===== config.mk =====
export PLATFORM = sky130hd
export DESIGN_NAME = lock_key_loader_flat
export DESIGN_NICKNAME = d
export VERILOG_FILES = /design/src/rtl/lock_key_loader_if.sv /design/src/rtl/lock_key_loader.sv /design/src/flat_wrapper.sv
export SDC_FILE = /design/constraint.sdc
export NUM_CORES = 1
export LEC_CHECK = 0
export BUFFER_PORTS_ARGS = -buffer_cell sky130_fd_sc_hd__buf_2
export CAP_MARGIN = 25
export CORE_MARGIN = 2
export CORE_UTILIZATION = 30
export CTS_BUF_LIST = sky130_fd_sc_hd__clkbuf_8
export CTS_CLUSTER_SIZE = 25
export DETAILED_ROUTE_END_ITERATION = 8
export HOLD_SLACK_MARGIN = 0.06
export PLACE_DENSITY = 0.46
export SKIP_LAST_GASP = 1
export SLEW_MARGIN = 30
export SYNTH_ARGS = -nofsm -noshare
export SYNTH_HDL_FRONTEND = slang
export SYNTH_SLANG_ARGS = --single-unit

===== constraint.sdc =====
create_clock -name clk -period 2.1 [get_ports clk]
set_clock_uncertainty 0.1 [all_clocks]
set_input_delay 0.105 -clock clk [delete_from_list [all_inputs] [get_ports clk]]
set_output_delay 0.105 -clock clk [all_outputs]
set_load 0.01 [all_outputs]

===== src/rtl/lock_key_loader_if.sv =====
// Key-store to loader bundle: serial key stream in, committed key and status out.
// master = key store side, slave = lock_key_loader.
interface lock_key_loader_if #(
  parameter int KEY_BITS = 10
);
  logic                load_start;
  logic                zeroize;
  logic                key_sdi;
  logic                key_valid;
  logic                key_ready;
  logic [KEY_BITS-1:0] key_out;
  logic                key_loaded;
  logic                load_busy;
  logic                load_err;

  modport master (
    output load_start, zeroize, key_sdi, key_valid,
    input  key_ready, key_out, key_loaded, load_busy, load_err
  );

  modport slave (
    input  load_start, zeroize, key_sdi, key_valid,
    output key_ready, key_out, key_loaded, load_busy, load_err
  );
endinterface


===== src/rtl/lock_key_loader.sv =====
// Serial key loader: shifts key bits LSB first into a shadow register and commits atomically to key_out.
// Latency: key_out updates 2 edges after the final bit accept (optional parity via KEY_PARITY_CHECK_EN).
// Backpressure: key_ready is high only in SHIFT; key_valid is ignored elsewhere, idle gaps bounded by TIMEOUT.
module lock_key_loader #(
  parameter int KEY_BITS = 10,
  parameter int TIMEOUT  = 255,
  parameter int CNT_W    = 16
) (
  input  logic             clk,
  input  logic             rst_n,
  lock_key_loader_if.slave kif
);

`ifdef KEY_PARITY_CHECK_EN
  localparam int FRAME_BITS = KEY_BITS + 1;
`else
  localparam int FRAME_BITS = KEY_BITS;
`endif
  localparam int              BC_W     = $clog2(FRAME_BITS + 1);
  localparam logic [BC_W-1:0] LAST_IDX = BC_W'(FRAME_BITS - 1);
  localparam logic [CNT_W-1:0] TO_LAST = CNT_W'(TIMEOUT - 1);

  typedef enum logic [2:0] {
    S_IDLE,
    S_SHIFT,
    S_CHECK,
    S_COMMIT,
    S_ERROR
  } state_t;

  state_t              state, state_nxt;
  logic [KEY_BITS-1:0] shadow;
  logic [KEY_BITS-1:0] key_q;
  logic [BC_W-1:0]     bit_cnt;
  logic [CNT_W-1:0]    to_cnt;
  logic                key_loaded_q;
  logic                load_err_q;
  logic                accept;
  logic                do_restart;
  logic                do_commit;
  logic                do_error;
`ifdef KEY_PARITY_CHECK_EN
  logic                par_bit;
`endif

  assign accept         = (state == S_SHIFT) && kif.key_valid;
  assign kif.key_ready  = (state == S_SHIFT);
  assign kif.load_busy  = (state == S_SHIFT) || (state == S_CHECK) || (state == S_COMMIT);
  assign kif.key_out    = key_q;
  assign kif.key_loaded = key_loaded_q;
  assign kif.load_err   = load_err_q;

  always_ff @(posedge clk or negedge rst_n) begin
    if (!rst_n) begin
      state <= S_IDLE;
    end else begin
      state <= state_nxt;
    end
  end

  // zeroize outranks load_start, which outranks any in-flight frame activity
  always_comb begin
    state_nxt  = state;
    do_restart = 1'b0;
    do_commit  = 1'b0;
    do_error   = 1'b0;
    if (kif.zeroize) begin
      state_nxt = S_IDLE;
    end else if (kif.load_start) begin
      state_nxt  = S_SHIFT;
      do_restart = 1'b1;
    end else begin
      case (state)
        S_SHIFT: begin
          if (accept && (bit_cnt == LAST_IDX)) begin
            state_nxt = S_CHECK;
          end else if (!accept && (to_cnt == TO_LAST)) begin
            state_nxt = S_ERROR;
            do_error  = 1'b1;
          end
        end
        S_CHECK: begin
`ifdef KEY_PARITY_CHECK_EN
          if ((^shadow) == par_bit) begin
            state_nxt = S_COMMIT;
          end else begin
            state_nxt = S_ERROR;
            do_error  = 1'b1;
          end
`else
          state_nxt = S_COMMIT;
`endif
        end
        S_COMMIT: begin
          state_nxt = S_IDLE;
          do_commit = 1'b1;
        end
        default: ;
      endcase
    end
  end

  always_ff @(posedge clk or negedge rst_n) begin
    if (!rst_n) begin
      shadow       <= '0;
      key_q        <= '0;
      bit_cnt      <= '0;
      to_cnt       <= '0;
      key_loaded_q <= 1'b0;
      load_err_q   <= 1'b0;
`ifdef KEY_PARITY_CHECK_EN
      par_bit      <= 1'b0;
`endif
    end else if (kif.zeroize) begin
      shadow       <= '0;
      key_q        <= '0;
      bit_cnt      <= '0;
      to_cnt       <= '0;
      key_loaded_q <= 1'b0;
      load_err_q   <= 1'b0;
`ifdef KEY_PARITY_CHECK_EN
      par_bit      <= 1'b0;
`endif
    end else if (do_restart) begin
      // a committed key stays on key_out while the new frame assembles
      shadow     <= '0;
      bit_cnt    <= '0;
      to_cnt     <= '0;
      load_err_q <= 1'b0;
`ifdef KEY_PARITY_CHECK_EN
      par_bit    <= 1'b0;
`endif
    end else begin
      if (do_error) begin
        key_q        <= '0;
        key_loaded_q <= 1'b0;
        load_err_q   <= 1'b1;
      end
      if (do_commit) begin
        key_q        <= shadow;
        key_loaded_q <= 1'b1;
      end
      if (state == S_SHIFT) begin
        if (accept) begin
          to_cnt  <= '0;
          bit_cnt <= bit_cnt + 1'b1;
`ifdef KEY_PARITY_CHECK_EN
          if (bit_cnt == LAST_IDX) begin
            par_bit <= kif.key_sdi;
          end else begin
            shadow <= shadow | (KEY_BITS'(kif.key_sdi) << bit_cnt);
          end
`else
          shadow  <= shadow | (KEY_BITS'(kif.key_sdi) << bit_cnt);
`endif
        end else begin
          to_cnt <= to_cnt + 1'b1;
        end
      end
    end
  end

endmodule


===== src/flat_wrapper.sv =====
// flat-port wrapper written by rule: the top's interface ports become plain ports
module lock_key_loader_flat 
#(
  parameter int KEY_BITS = 10,
  parameter int TIMEOUT  = 255,
  parameter int CNT_W    = 16
)
  (clk, rst_n, kif_load_start, kif_zeroize, kif_key_sdi, kif_key_valid, kif_key_ready, kif_key_out, kif_key_loaded, kif_load_busy, kif_load_err);
  lock_key_loader_if #(.KEY_BITS(KEY_BITS)) kif_i ();
  input  logic clk;
  input  logic rst_n;
  input wire logic [$bits(kif_i.load_start)-1:0] kif_load_start;
  input wire logic [$bits(kif_i.zeroize)-1:0] kif_zeroize;
  input wire logic [$bits(kif_i.key_sdi)-1:0] kif_key_sdi;
  input wire logic [$bits(kif_i.key_valid)-1:0] kif_key_valid;
  output wire logic [$bits(kif_i.key_ready)-1:0] kif_key_ready;
  output wire logic [$bits(kif_i.key_out)-1:0] kif_key_out;
  output wire logic [$bits(kif_i.key_loaded)-1:0] kif_key_loaded;
  output wire logic [$bits(kif_i.load_busy)-1:0] kif_load_busy;
  output wire logic [$bits(kif_i.load_err)-1:0] kif_load_err;
  assign kif_i.load_start = kif_load_start;
  assign kif_i.zeroize = kif_zeroize;
  assign kif_i.key_sdi = kif_key_sdi;
  assign kif_i.key_valid = kif_key_valid;
  assign kif_key_ready = kif_i.key_ready;
  assign kif_key_out = kif_i.key_out;
  assign kif_key_loaded = kif_i.key_loaded;
  assign kif_load_busy = kif_i.load_busy;
  assign kif_load_err = kif_i.load_err;
  lock_key_loader #(.KEY_BITS(KEY_BITS), .TIMEOUT(TIMEOUT), .CNT_W(CNT_W)) u_core (.clk(clk), .rst_n(rst_n), .kif(kif_i));
endmodule

==> flow_summary.toml, run 1 <==
[status]
status = "finished, final reports clean"

[clock_tree]
htreeDepth = 2
clockBufferDepth = 2
cts_tree = "built"
cts_buffers = 5
clock-sinks = 45
cts_resized = 0
clkLatencyLatePin_ps = 300
cts.reportedPaths.clkPinSlew_ps = 100
cts_setup_buffers = 0
cts-root-buf = "clkbuf_8"

[placement]
hpwl_um = 3820
placed_cells = 349
port_buffers = 19
gp_congestion = 0.742

[power_and_ir_drop]
power_switching_w = 0.000409
power.density_mw_per_mm2 = 585
swShare = 0.262
fin_total_pwr_w = 0.00156
vdd_drop_max_uv = 260
pwr-share-comb = 0.078
internal_power_w = 0.00115
clkPwrFrac = 0.363
power_frac_seq = 0.559
leakagePower_nw = 1.13

[routing]
wl_per_cell_um = 14.8
top_layer_used = "met4"
dr.first_iter.drc_count = 87
vias = 1780
viasPerCell = 4.96
detail-route-antenna-nets = 0
wirelength_um = 5300
dr.pass1.iters = 4
wl_met3_um = 204
dr_wl_met2_um = 2620
drt-met1-wl_um = 2430
drc = 0

[finish]
num-nets-final = 269
stdcell_count = 359
syn2layout_area_growth_pct = 18.1
final_core_util = 0.366
antenna_cells = 0
nFillCells = 778
drive_above_1_share = 0.192

[timing]
timing.hold.ws_ps = 90.8
worst_pin_slew_ps = 614
setup_tns_ps = 0
fmax_mhz = 513
rsz0062_at_grt = "no"
relSlewSlack = 0.591
fin_crit_ps = 1950
drv_slew = 0
setup_viol = 0
hold_viol_final = 0
period_share = 0.928

[synth]
synth-adder-area-share = 0.0221
synthMuxAreaShare = 0
async_reset_ff_frac = 1.00
synthSimpleGateAreaFrac = 0.212
synth_edf_count = 0
synth_compound_area_frac = 0.184
synth_cells = 227
syn_area_mm2 = 0.00226
synth_top_family_by_area = "simple AND/OR/NAND/NOR gates"
synth_ff_type = "dfrtp_1"
yosys_warnings = 0
synth_xor_area_frac = 0.0426
synthDistinctLibCells = 44
ys_seq_area_frac = 0.498
syn-num-nets = 237
ys_ff_latch = 45
synth.avg_cell_area_um2 = 9.97

[critical_path]
critPathRequiredTime_ps = 2230
crit_fanout = 10
critPathLaunchType = "register"
cp.arrival_ps = 2080
endpoint_kind = "register"
setup.worst_path.class = "register to register"

[global_route]
grt_pass1_wl_um = 9200
grt-ovfl-total = 0
grt_pass1_vias = 1843
grt_use_total = 0.139
antenna_found_initial = 0
grt_max_degree = 26

[run]
max_cap_violations = 0

[die]
die_w_um = 90.8
rows = 31
ios = 20
dieHeight_um = 90.8
core_mm2 = 0.00729
dieArea_mm2 = 0.00825
start_util = 0.310

[hold_path]
hold_path.class = "input port to register"
==> logic make-up (layout without fill, tap and decap cells) <==
family,count (synthesis),in the layout
adder cells (fa/ha/maj),4,4
buffers and inverters,20,53
AO/OA/AOI/OAI,61,61
AND/OR/NAND/NOR,86,86
flip-flops,45,45
XOR/XNOR,11,11
==> registers in the layout, indices dropped and copies added (netlist names) <==
name	cells
u_core.to_cnt	16
u_core.kif.key_out	10
u_core.shadow	10
u_core.bit_cnt	4
u_core.state	3
u_core.kif.key_loaded	1
u_core.kif.load_err	1
==> critical path, stage by stage, from the launching register on <==
cell       delay, ps
dfrtp_1          380
or3b_1           530
clkinv_8         130
o2111ai_4        170
or4_1            430
a21oi_1          150
==> through the flow <==
stage	setup slack, ps	instance area (um2)
floorplan	241	2260
global placement	173	2560
detailed placement	149	2560
CTS	126	2670
global route	27.6	2670
finish	151	2670
==> power by group through the flow <==
stage               registers [W]  clock network (W)  logic (W)
CTS                      0.000874           0.000596   0.000125
global placement         0.000891                  0   0.000122
finish                   0.000874           0.000567   0.000121
floorplan                0.000890                  0  0.0000612
global route             0.000875           0.000629   0.000138
detailed placement       0.000891                  0   0.000122
==> per-layer routing <==
| metal | vias up | GRT usage |
|---|---|---|
| met3 | 4 | 0.0292 |
| met5 | - | 0 |
| met4 | 0 | 0.0354 |
| met1 | 850 | 0.182 |
| met2 | 39 | 0.236 |
| li1 | 887 | - |
==> area by class of cell <==
type,count,area (um2),area share
clock buffer,5,68.8,0.0258
inverter,9,46.3,0.0173
tap,99,124,0.0464
timing repair buffer,36,240,0.0899
clock inverter,3,25.0,0.00937
sequential,45,1130,0.422
multi-input combinational,162,1040,0.390
==> cell usage in the layout (no fill, tap or decap), types with 5 or more instances in the layout <==
cell type,n
a21oi_1,18
a22oi_1,11
and3_1,5
buf_2,19
buf_4,14
clkbuf_8,5
dfrtp_1,45
inv_1,8
nand2_1,9
nand3b_1,10
nand4_1,5
nor2_1,26
o21ai_0,15
or3_1,5
xor2_1,7
==> worst paths after layout <==
| kind | start | end | slack (ps) | depth (start not counted) |
|---|---|---|---|---|
| min in group asynchronous | rst_n | u_core.kif.key_out[2] | 240 | 2 |
| max in group asynchronous | rst_n | u_core.to_cnt[11] | 1120 | 3 |
| min reg2reg | u_core.kif.load_err | u_core.kif.load_err | 390 | 1 |
| max | u_core.state[1] | u_core.to_cnt[15] | 150 | 5 |
| max reg2reg | u_core.state[1] | u_core.to_cnt[15] | 150 | 5 |
| min | kif_load_start | u_core.kif.key_loaded | 90 | 3 |
==> cells in the mapped netlist, types with 2 or more instances <==
| cell type | n | area, um2 |
|---|---|---|
| dfrtp_1 | 45 | 1130 |
| nor2_1 | 26 | 97.6 |
| a21oi_1 | 18 | 90.1 |
| o21ai_0 | 15 | 75.1 |
| a22oi_1 | 11 | 82.6 |
| nand3b_1 | 10 | 75.1 |
| clkbuf_1 | 9 | 33.8 |
| nand2_1 | 9 | 33.8 |
| inv_1 | 8 | 30.0 |
| xor2_1 | 7 | 61.3 |
| and3_1 | 5 | 31.3 |
| nand4_1 | 5 | 31.3 |
| or3_1 | 5 | 31.3 |
| ha_1 | 4 | 50.1 |
| nor3_1 | 4 | 20.0 |
| nor4_1 | 4 | 25.0 |
| xnor2_1 | 4 | 35.0 |
| nand3_1 | 3 | 15.0 |
| o211ai_1 | 3 | 22.5 |
| a211o_1 | 2 | 17.5 |
| a41oi_1 | 2 | 17.5 |
| and4_1 | 2 | 17.5 |
| nor3b_1 | 2 | 15.0 |
| o2111ai_1 | 2 | 17.5 |
| o21a_1 | 2 | 15.0 |
| or2_2 | 2 | 12.5 |
==> what timing repair did <==
action                                 4_1_cts  5_1_grt
endpoints found under the hold margin       26        0
setup endpoints to repair                    0        0
hold buffers                                 2        0
Note: power is estimated with default switching activity, not from simulation.
==> inputs of run 2 (changes only) <==
--- a/config.mk
+++ b/config.mk
@@ -14,6 +14,7 @@
 export DETAILED_ROUTE_END_ITERATION = 8
 export HOLD_SLACK_MARGIN = 0.06
 export PLACE_DENSITY = 0.46
+export RECOVER_POWER = 50
 export SKIP_LAST_GASP = 1
 export SLEW_MARGIN = 30
 export SYNTH_ARGS = -nofsm -noshare
==> run 2 against run 1 <==
Compared with the run above:
- non-clock buffer count unchanged
- die area unchanged
- worst setup slack improved by 0.58 ps
- wire length increased by 0.21%
- hold slack about the same
- core utilization decreased by 0.21 points
- sequential cell count unchanged
- register-to-register slack about the same
- clock power about the same
- critical endpoint unchanged
- largest cell class unchanged
==> flow_summary.toml, run 2 (synthesized netlist as in run 1, its figures left out) <==
[status]
status = "finished, final reports clean"

[finish]
syn2layout_area_growth_pct = 17.4
num-nets-final = 269
antenna_cells = 0
largest_reg_flops = 16
drive_above_1_share = 0.146
stdcell_count = 359
final_common_cell = "dfrtp_1"
mostFrequentLayoutCells = "dfrtp_1 (45), nor2_1 (26), a21oi_1 (18)"
post-route-cell-area_mm2 = 0.00266
top_register = "u_core.to_cnt"

[timing]
layout_setup_ws_ps = 152
period_share = 0.928
setup_tns_ps = 0
worst_pin_slew_ps = 1470
rsz0062_at_grt = "no"
drv_slew = 0
setup_viol = 0
fin_crit_ps = 1950
hold_viol_final = 0
fmax_mhz = 513
relSlewSlack = 0.0186

[global_route]
met2_usage = 0.236
grt_pass1_wl_um = 9200
antenna_found_initial = 0
met1_usage = 0.182
grt_max_degree = 26
grt_use_total = 0.139
grtUsageMet3 = 0.0292
grt_busiest_layer = "met2"
grt-ovfl-total = 0
grt_pass1_vias = 1843

[placement]
post_dp_cell_area_mm2 = 0.00256
pre_cts_slack_ps = 149
gp_congestion = 0.742
port_buffers = 19
hpwl_um = 3820
placed_cells = 349

[critical_path]
cp_num_buf_inv = 1
slowest_delay_ps = 530
cp_top_family = "simple AND/OR/NAND/NOR gates"
path_cells = "or3b_1 > clkinv_8 > o2111ai_4 > or4_1 > a21oi_1"
critPathRequiredTime_ps = 2230
cp.arrival_ps = 2080
endpoint_kind = "register"
critPathLaunchType = "register"
slowest_stage = "or3b_1"
setup.worst_path.class = "register to register"
crit_fanout = 10

[hold_path]
hold_path.class = "input port to register"

[die]
ios = 20
start_util = 0.310
rows = 31
die_w_um = 90.8
dieArea_mm2 = 0.00825
core_mm2 = 0.00729
dieHeight_um = 90.8

[clock_tree]
cts_tree = "built"
cts_setup_buffers = 0
clockBufferDepth = 2
clkLatencyLatePin_ps = 300
cts.reportedPaths.clkPinSlew_ps = 100
cts_buffers = 5
cts-root-buf = "clkbuf_8"
clock-sinks = 45
htreeDepth = 2

[power_and_ir_drop]
vdd_drop_max_uv = 260
power.density_mw_per_mm2 = 588
leakagePower_nw = 1.08

[routing]
wl_per_cell_um = 14.8
vias = 1775
dr.first_iter.drc_count = 83
wirelength_um = 5310
dr.pass1.iters = 4
viasPerCell = 4.94
drc = 0
detail-route-antenna-nets = 0

[run]
max_cap_violations = 0
-- run 2: cell count changes in the layout (fill, tap and decap cells not counted) --
cell / delta
buf_2: -12
clkbuf_1: +12
-- run 2: final timing paths --
path / start / to / slack (ps) / depth (start not counted)
worst max register to register: u_core.state[1] / u_core.to_cnt[15] / 150 / 5
worst min-delay path: kif_load_start / u_core.kif.key_loaded / 90 / 3
worst max-delay path: u_core.state[1] / u_core.to_cnt[15] / 150 / 5
min in group asynchronous: rst_n / u_core.kif.key_out[2] / 570 / 2
worst min register to register: u_core.kif.load_err / u_core.kif.load_err / 400 / 1
max in group asynchronous: rst_n / u_core.state[1] / 460 / 2
-- run 2: power breakdown --
part	switching [W]	total, W	leakage [nW]	internal (W)
Clock	0.000327	0.000567	0.0447	0.000241
Sequential	0.00000433	0.000874	0.627	0.000869
Combinational	0.0000785	0.000121	0.409	0.0000428
Total	0.000410	0.00156	1.08	0.00115
-- run 2: timing repair --
action,4_1_cts,5_1_grt
endpoints found under the hold margin,26,0
resized for setup,0,0
hold buffers,2,0
-- run 2: through the flow --
stage | hold WS (ps) | util | total power [W]
after floorplan | -291 | - | 0.000951
after global placement | 53.8 | 0.351 | 0.00101
after detailed placement | 55.1 | 0.351 | 0.00101
after CTS | 82.2 | 0.366 | 0.00159
after global routing | 138 | 0.364 | 0.00164
final | 90.6 | 0.364 | 0.00156
-- run 2: worst min-delay path, stage by stage --
cell and delay, ps:
buf_2 130, nor4_1 60, o21ai_0 150
-- run 2: area by class of cell --
cell class | count | area, um2
clock buffers | 5 | 68.8
repair buffers | 36 | 225
fillers | 786 | 4640
flip-flops and latches | 45 | 1130
inverters | 9 | 46.3
clock inverters | 3 | 25.0
multi-input cells | 162 | 1040
well taps | 99 | 124
-- run 2: layer usage --
metal / vias up / wire, um
met5: - / 0
met4: 0 / 50
met3: 4 / 207
met2: 37 / 2620
met1: 845 / 2430
li1: 889 / -
==> inputs of run 3 (changes only) <==
--- a/config.mk
+++ b/config.mk
@@ -13,7 +13,7 @@
 export CTS_CLUSTER_SIZE = 25
 export DETAILED_ROUTE_END_ITERATION = 8
 export HOLD_SLACK_MARGIN = 0.06
-export PLACE_DENSITY = 0.46
+export PLACE_DENSITY = 0.45
 export RECOVER_POWER = 50
 export SKIP_LAST_GASP = 1
 export SLEW_MARGIN = 30
==> run 3 against run 2 <==
Compared with the run above:
- first-iteration DRC count shrank 12%
- sequential power barely moved
- maximum frequency increased by 2.7%
- power rose by 0.30%
- via count is 0.11% lower
- worst setup slack better by 51 ps
- register-to-register slack better by 50 ps
- hold slack lost 12 ps
- final area decreased by 0.19%
- largest power group unchanged
- highest routed layer unchanged
==> flow_summary.toml, run 3 (synthesized netlist as in run 1, its figures left out) <==
[status]
status = "finished, final reports clean"

[die]
ios = 20
rows = 31
die_w_um = 90.8
start_util = 0.310
dieHeight_um = 90.8
dieArea_mm2 = 0.00825
core_mm2 = 0.00729

[timing]
rsz0062_at_grt = "no"
period_share = 0.904
relSlewSlack = 0.422
setup_viol = 0
worst_pin_slew_ps = 867
fmax_mhz = 527
fin_crit_ps = 1900
hold_viol_final = 0
drv_slew = 0
setup_tns_ps = 0

[power_and_ir_drop]
internal_power_w = 0.00115
power_frac_seq = 0.557
power.density_mw_per_mm2 = 591
swShare = 0.265
power_switching_w = 0.000416
vdd_drop_max_uv = 326
pwr-share-comb = 0.076
clkPwrFrac = 0.366
leakagePower_nw = 1.08

[clock_tree]
clock-sinks = 45
clkLatencyLatePin_ps = 310
clockBufferDepth = 2
cts-root-buf = "clkbuf_8"
cts_buffers = 5
cts.reportedPaths.clkPinSlew_ps = 100
cts_tree = "built"
htreeDepth = 2
cts_setup_buffers = 0

[finish]
top_register = "u_core.to_cnt"
final_common_cell = "dfrtp_1"
antenna_cells = 0
post-route-cell-area_mm2 = 0.00265
num-nets-final = 271
largest_reg_flops = 16
drive_above_1_share = 0.145
syn2layout_area_growth_pct = 17.2
mostFrequentLayoutCells = "dfrtp_1 (45), nor2_1 (26), a21oi_1 (18)"

[routing]
detail-route-antenna-nets = 0
wl_per_cell_um = 14.9
viasPerCell = 4.91
drc = 0
wirelength_um = 5360
vias = 1773
dr.first_iter.drc_count = 73
dr.pass1.iters = 4

[critical_path]
cp.arrival_ps = 2030
setup.worst_path.class = "register to register"
slowest_delay_ps = 490
critPathRequiredTime_ps = 2230
critPathLaunchType = "register"
path_cells = "or3b_1 > clkinv_8 > o2111ai_4 > or4_1 > a21oi_1"
slowest_stage = "or3b_1"
endpoint_kind = "register"
crit_fanout = 10

[global_route]
grt_use_total = 0.140
antenna_found_initial = 0
grt_pass1_vias = 1808
grt-ovfl-total = 0
grt_pass1_wl_um = 9270
grt_max_degree = 34

[run]
max_cap_violations = 0

[placement]
hpwl_um = 3850
post_dp_cell_area_mm2 = 0.00256
port_buffers = 19
gp_congestion = 0.767

[hold_path]
hold_path.class = "input port to register"
==> run 3: layer usage <==
layer	wire length [um]	GRT usage	up-vias
met2	2500	0.227	24
met1	2660	0.191	842
li1	-	-	902
met4	50	0.0379	0
met5	0	0	-
met3	159	0.0292	5
==> run 3: final timing paths <==
check,slack [ps],to,depth (start not counted),from
worst min register to register,400,u_core.kif.load_err,1,u_core.kif.load_err
min in group asynchronous,330,u_core.shadow[7],2,rst_n
worst max-delay path,200,u_core.to_cnt[15],5,u_core.state[1]
max in group asynchronous,720,u_core.to_cnt[5],3,rst_n
worst min-delay path,80,u_core.kif.key_loaded,3,kif_load_start
worst max register to register,200,u_core.to_cnt[15],5,u_core.state[1]
==> run 3: metrics by stage <==
stage	hold WS (ps)	std cells	setup WS, ps	power, W	util
floorplan	-291	227	241	0.000951	-
global placement	147	351	227	0.00101	0.351
detailed placement	142	351	223	0.00101	0.351
CTS	70.2	361	199	0.00160	0.367
global route	74.8	361	86.5	0.00165	0.364
finish	78.2	361	202	0.00157	0.364
==> run 3: layout make-up <==
type / instances / area (um2)
fillers: 799 / 4640
flip-flops and latches: 45 / 1130
multi-input cells: 162 / 1040
repair buffers: 38 / 220
well taps: 99 / 124
clock buffers: 5 / 68.8
inverters: 9 / 46.3
clock inverters: 3 / 25.0
==> run 3: repair_timing <==
action                                  4_1_cts  5_1_grt
endpoints found under the setup margin        0        0
hold endpoints to repair                     33        0
hold buffers                                  2        0
gates resized for setup                       0        0
==> run 3: critical path: cells and delay by family (launching register included) <==
family	cells	cell delay [ps]
compound gates	2	320
buf+inv	1	110
simple gates	2	920
flops	1	380
==> run 3: power groups by stage <==
| stage | registers, W | logic, W | clock network (W) |
|---|---|---|---|
| global route | 0.000875 | 0.000135 | 0.000638 |
| floorplan | 0.000890 | 0.0000612 | 0 |
| CTS | 0.000874 | 0.000125 | 0.000605 |
| global placement | 0.000891 | 0.000122 | 0 |
| detailed placement | 0.000891 | 0.000122 | 0 |
| finish | 0.000874 | 0.000120 | 0.000574 |
